===== src/rtl/fp_add_pkg.sv =====
// Shared constants and types for the floating-point adder datapath:
// default widths, round-mode encoding, skid-buffer state encoding and exponent saturation helper.
package fp_add_pkg;

    localparam int MANT_W_DEF = 8;
    localparam int EXP_W_DEF  = 8;

    typedef enum logic {
        ROUND_TRUNC = 1'b0,
        ROUND_RNE   = 1'b1
    } round_mode_t;

    typedef enum logic [1:0] {
        EMPTY = 2'd0,
        ONE   = 2'd1,
        FULL  = 2'd2
    } skid_state_t;

    // All-ones biased exponent (infinity / NaN code) for a given exponent width, w < 64.
    function automatic logic [63:0] exp_all_ones(input int w);
        return (64'd1 << w) - 64'd1;
    endfunction

endpackage


===== src/rtl/fp_round_core.sv =====
// Combinational round-to-nearest-even / truncate select, carry renormalisation
// and exponent overflow saturation to infinity.
module fp_round_core
    import fp_add_pkg::*;
#(
    parameter int MANT_W = MANT_W_DEF,
    parameter int EXP_W  = EXP_W_DEF
) (
    input  logic [EXP_W-1:0]  i_exp,
    input  logic [MANT_W+2:0] i_mant,
    input  logic              i_round_en,
    output logic [EXP_W-1:0]  o_exp,
    output logic [MANT_W-1:0] o_mant,
    output logic              o_ovf,
    output logic              o_inexact
);

    localparam logic [EXP_W-1:0] EXP_ONES = EXP_W'(exp_all_ones(EXP_W));

    function automatic logic rne_inc(input logic rne, input logic g, input logic r,
                                     input logic s, input logic lsb);
        return rne & g & (r | s | lsb);
    endfunction

    // Overflow when the rounded exponent reaches the reserved code, or the operand already carried it.
    function automatic logic exp_sat(input logic [EXP_W:0] exp_ext, input logic [EXP_W-1:0] exp_in);
        return (exp_ext >= {1'b0, EXP_ONES}) || (exp_in == EXP_ONES);
    endfunction

    logic [MANT_W-1:0] w_m;
    logic              w_g;
    logic              w_r;
    logic              w_s;
    logic              w_rne;
    logic              w_inc;
    logic [MANT_W:0]   w_sum;
    logic              w_carry;
    logic [EXP_W:0]    w_exp_ext;
    logic [MANT_W-1:0] w_mant_rn;

    assign w_m       = i_mant[MANT_W+2:3];
    assign w_g       = i_mant[2];
    assign w_r       = i_mant[1];
    assign w_s       = i_mant[0];
    assign w_rne     = (round_mode_t'(i_round_en) == ROUND_RNE);
    assign w_inc     = rne_inc(w_rne, w_g, w_r, w_s, w_m[0]);
    assign w_sum     = {1'b0, w_m} + (MANT_W+1)'(w_inc);
    assign w_carry   = w_sum[MANT_W];
    assign w_exp_ext = {1'b0, i_exp} + (EXP_W+1)'(w_carry);
    assign w_mant_rn = w_carry ? w_sum[MANT_W:1] : w_sum[MANT_W-1:0];

    assign o_ovf     = exp_sat(w_exp_ext, i_exp);
    assign o_exp     = o_ovf ? EXP_ONES : w_exp_ext[EXP_W-1:0];
    assign o_mant    = o_ovf ? '0 : w_mant_rn;
    assign o_inexact = w_g | w_r | w_s;

endmodule


===== src/rtl/fp_round_stage.sv =====
// Rounding stage with registered output and 2-entry skid buffer: one combinational
// rounding level feeds a main output register backed by a single skid register.
module fp_round_stage
    import fp_add_pkg::*;
#(
    parameter int MANT_W = MANT_W_DEF,
    parameter int EXP_W  = EXP_W_DEF
) (
    input  logic              clk,
    input  logic              res,
    input  logic              in_valid,
    output logic              in_ready,
    input  logic              in_sign,
    input  logic [EXP_W-1:0]  in_exp,
    input  logic [MANT_W+2:0] in_mant,
    input  logic              in_round_en,
    output logic              out_valid,
    input  logic              out_ready,
    output logic              out_sign,
    output logic [EXP_W-1:0]  out_exp,
    output logic [MANT_W-1:0] out_mant,
    output logic              out_ovf,
    output logic              out_inexact
);

    localparam int RES_W = EXP_W + MANT_W + 3;

    skid_state_t       r_state;
    skid_state_t       w_state_nxt;
    logic              r_in_ready;
    logic [RES_W-1:0]  r_main_p1;
    logic [RES_W-1:0]  r_skid_p1;

    logic              w_accept;
    logic              w_load_main;
    logic              w_load_skid;
    logic              w_skid_to_main;
    logic [EXP_W-1:0]  w_exp_p0;
    logic [MANT_W-1:0] w_mant_p0;
    logic              w_ovf_p0;
    logic              w_inexact_p0;
    logic [RES_W-1:0]  w_res_p0;

    // Stage p0: combinational rounding of the incoming operand
    fp_round_core #(
        .MANT_W(MANT_W),
        .EXP_W (EXP_W)
    ) u_core (
        .i_exp     (in_exp),
        .i_mant    (in_mant),
        .i_round_en(in_round_en),
        .o_exp     (w_exp_p0),
        .o_mant    (w_mant_p0),
        .o_ovf     (w_ovf_p0),
        .o_inexact (w_inexact_p0)
    );

    assign w_res_p0 = {w_ovf_p0, w_inexact_p0, in_sign, w_exp_p0, w_mant_p0};
    assign w_accept = in_valid & r_in_ready;

    always_comb begin
        w_state_nxt    = r_state;
        w_load_main    = 1'b0;
        w_load_skid    = 1'b0;
        w_skid_to_main = 1'b0;
        case (r_state)
            EMPTY: begin
                if (w_accept) begin
                    w_state_nxt = ONE;
                    w_load_main = 1'b1;
                end
            end
            ONE: begin
                if (w_accept && out_ready) begin
                    w_load_main = 1'b1;
                end else if (w_accept) begin
                    w_state_nxt = FULL;
                    w_load_skid = 1'b1;
                end else if (out_ready) begin
                    w_state_nxt = EMPTY;
                end
            end
            FULL: begin
                if (out_ready) begin
                    w_state_nxt    = ONE;
                    w_skid_to_main = 1'b1;
                end
            end
            default: w_state_nxt = EMPTY;
        endcase
    end

    // Stage p1: main/skid registers; in_ready registered from the next state to cut the out_ready path
    always_ff @(posedge clk) begin
        if (res) begin
            r_state    <= EMPTY;
            r_in_ready <= 1'b0;
            r_main_p1  <= '0;
            r_skid_p1  <= '0;
        end else begin
            r_state    <= w_state_nxt;
            r_in_ready <= (w_state_nxt != FULL);
            if (w_load_main) begin
                r_main_p1 <= w_res_p0;
            end else if (w_skid_to_main) begin
                r_main_p1 <= r_skid_p1;
            end
            if (w_load_skid) begin
                r_skid_p1 <= w_res_p0;
            end
        end
    end

    assign in_ready  = r_in_ready;
    assign out_valid = (r_state != EMPTY);
    assign {out_ovf, out_inexact, out_sign, out_exp, out_mant} = r_main_p1;

endmodule


===== config.mk =====
export PLATFORM = sky130hd
export DESIGN_NAME = fp_round_stage
export DESIGN_NICKNAME = d
export VERILOG_FILES = /design/src/rtl/fp_add_pkg.sv /design/src/rtl/fp_round_core.sv /design/src/rtl/fp_round_stage.sv
export SDC_FILE = /design/constraint.sdc
export NUM_CORES = 1
export LEC_CHECK = 0
export ABC_AREA = 1
export BUFFER_PORTS_ARGS = -buffer_cell sky130_fd_sc_hd__clkbuf_2
export CORE_ASPECT_RATIO = 1.25
export CORE_MARGIN = 2
export CORE_UTILIZATION = 35
export DETAILED_ROUTE_END_ITERATION = 6
export PLACE_DENSITY = 0.66
export SYNTH_ARGS = -nofsm -noshare
export SYNTH_HDL_FRONTEND = slang
export SYNTH_SLANG_ARGS = --single-unit

===== constraint.sdc =====
create_clock -name clk -period 2.3 [get_ports clk]
set_input_delay 0.115 -clock clk [delete_from_list [all_inputs] [get_ports clk]]
set_output_delay 0.115 -clock clk [all_outputs]
set_load 0.05 [all_outputs]

==> flow_metrics.tcl <==
set metrics [dict create \
    wire_per_inst_um 11.7 \
    finalCritPeriodShare_pct 88.6 \
    gr-usage-all-layers_pct 17.4 \
    rows 32 \
    drc 0 \
    critPathBufInv 5 \
    cts_hold_repair.buffers 0 \
    core_area_mm2 0.00625 \
    antenna_found_initial 0 \
    synth_area_mm2 0.00229 \
    grt_pass1_vias 2181 \
    hold_viol 0 \
    cts-resized-gates 0 \
    cts_root_buf "clkbuf_8" \
    crit_top_cell "nand2_1" \
    path_clk_slew_ns 0.08 \
    synth-seq-cells 41 \
    die_area_mm2 0.00721 \
    slew_headroom_pct 61.1 \
    rsz0062_at_grt "false" \
    place_hpwl_um 4370 \
    yosysSeqAreaShare_pct 35.8 \
    ant_nets 0 \
    drt_first_pass_iters 4 \
    viasPerCell 4.71 \
    setup_tns_ns 0 \
    criticalPathCategory "primary input to flop" \
    yosysTopAreaCellShare_pct 35.8 \
    finalPower_mw 1.60 \
    worstSkewPairLatency_ns 0.30 \
    cts_inserted_buffers 5 \
    fin_worst_skew_ns 0.00476 \
    totalWireLength_um 5820 \
    place_ws_ns -0.0664 \
    start_util_pct 36.7 \
    maxCapViolCount 0 \
    worstMarginPinSlew_ns 0.583 \
    final_cell_area_mm2 0.00283 \
    synth.area.top_cells "dfxtp_1 (36%), nand2_1 (15%), inv_1 (9.7%), a21oi_1 (6.6%), nand3_1 (6.3%)" \
    cts.sinks 41 \
    cp-end-kind "flop" \
    ctsLongestPathBuffers 2 \
    drv_slew 0 \
    grt_max_degree 26 \
    status "complete, no violations" \
    drive_above_1_share_pct 20.8 \
    pin_count 46 \
    ys_warn_count 0 \
    cp_top_family "simple AND/OR/NAND/NOR gates" \
    cts_tree "built" \
    avgSynthCellArea_um2 6.45 \
    die_h_um 94.5 \
    slowest_stage "ha_1" \
    maxClockFrequency_mhz 491 \
    regToRegSetupSlack_ns 0.78 \
    fin_nets 440 \
    synth_fp_nets 383 \
    yosys.area.top_type "dfxtp_1" \
    gr-total-overflow 0 \
    diodes 0 \
    required_ns 2.53 \
    cp_max_fo 21 \
    crit_chain "clkbuf_2 > nand3_1 > inv_1 > ha_1 > nand2_1 > nor2_2 > nand2_2 > inv_1 > ha_1 > ha_1 > nand2_1 > inv_1 > nor2_1 > nand3_1 > nor2_1 > nand3_2 > buf_12 > nand2_1 > nand2_1 > a21oi_1" \
    place_area_mm2 0.00273 \
    ir_worst_vdd_mv 0.244 \
    drt_iter0_markers 102 \
    min_period_ns 2.04 \
    start_kind "primary input" \
    area_growth_pct 23.5 \
    grt_pass1_wl_um 10100 \
    cts_setup_buffers 0 \
    fin_ws_ns 0.262 \
    cp_slowest_stage_delay_ns 0.20 \
    leakagePower_nw 1.53 \
    hold_class "primary input to flop" \
    h-tree-depth 2 \
    gp_congestion 0.823 \
    vias 2344 \
    synth_cells 355 \
    synth.distinct_cells 25 \
    arrival_ns 2.27 \
    io_buffers 45 \
    p_per_area_mw_per_mm2 565 \
    setup_viol 0 \
    die_x_um 76.4 \
]
layer usage:
layer	part of all wire [%]	track usage, %
met3	3.0	3.54
met5	0	0
met1	47	21.6
met2	48	30.2
met4	1.5	6.06
tightest hold or removal path: stages:
cell,delay [ns]
clkbuf_2,0.09
nand2_1,0.05
a31oi_1,0.07
Yosys cell counts:
cell type   n
xnor2_1     2
nand2_1    94
o221ai_1    1
nor2_2      3
xor2_1      2
o21bai_1    2
dfxtp_1    41
ha_1        3
a31oi_1     4
o21ai_0    15
nand2_2     1
buf_6       2
o21ai_2     1
nor2_1     23
nand3_2     3
nand4_1    13
nand3b_2    1
inv_2       1
buf_2       6
nor3_1      3
inv_1      59
clkbuf_1    8
nand3_1    29
a21oi_1    30
o211ai_1    8
flip-flops by register name (all words and copies together), names as in the netlist:
signal,flops
in_ready,1
r_main_p1,19
r_skid_p1,19
r_state,2
where the power goes:
group          switching [mW]  internal (mW)  total (mW)
sequential             0.0156          0.739       0.755
clock                   0.256          0.271       0.527
combinational           0.215          0.100       0.315
per-stage QoR:
stage | hold slack (ns) | utilization [%] | cells
floorplan | 0.261 | - | 355
global placement | 0.394 | 43.7 | 490
detailed placement | 0.399 | 43.7 | 490
CTS | 0.0737 | 45.3 | 498
global route | 0.124 | 45.3 | 498
finish | 0.0808 | 45.3 | 498
kinds of logic (layout without fill, tap and decap cells):
group	Yosys count	after routing	share of synthesized area, %
compound gates	61	61	15.0
simple gates	170	170	32.6
xor+xnor	4	4	1.53
fa+ha+maj	3	3	1.64
buf+inv	76	134	13.4
flops	41	41	35.8
layout by cell type (no fill, tap or decap), types with 3 or more instances in the layout:
master / netlist / final
a21oi_1: 30 / 30
buf_4: 0 / 19
ha_1: 3 / 3
dfxtp_1: 41 / 41
nand2_1: 94 / 93
o21ai_0: 15 / 15
clkbuf_8: 0 / 7
clkbuf_2: 0 / 45
nand3_2: 3 / 3
a31oi_1: 4 / 4
nor3_1: 3 / 3
nand4_1: 13 / 13
nor2_2: 3 / 4
nand3_1: 29 / 29
o211ai_1: 8 / 8
inv_1: 59 / 59
nor2_1: 23 / 22
layout make-up:
cell class	instances	area, um2
inverters	60	225
repair buffers	66	408
flip-flops and latches	41	821
clock buffers	7	96.3
fillers	664	3420
well taps	85	106
multi-input cells	238	1170
clock inverters	1	5.00
worst paths after layout:
kind / start / to / cells past startpoint
setup reg to reg: r_state[0] / r_main_p1[8] / 10
hold / removal: in_sign / r_main_p1[16] / 3
hold reg to reg: r_main_p1[16] / r_main_p1[16] / 2
setup / recovery: in_mant[2] / r_main_p1[18] / 20
Note: power is estimated with default switching activity, not from simulation.
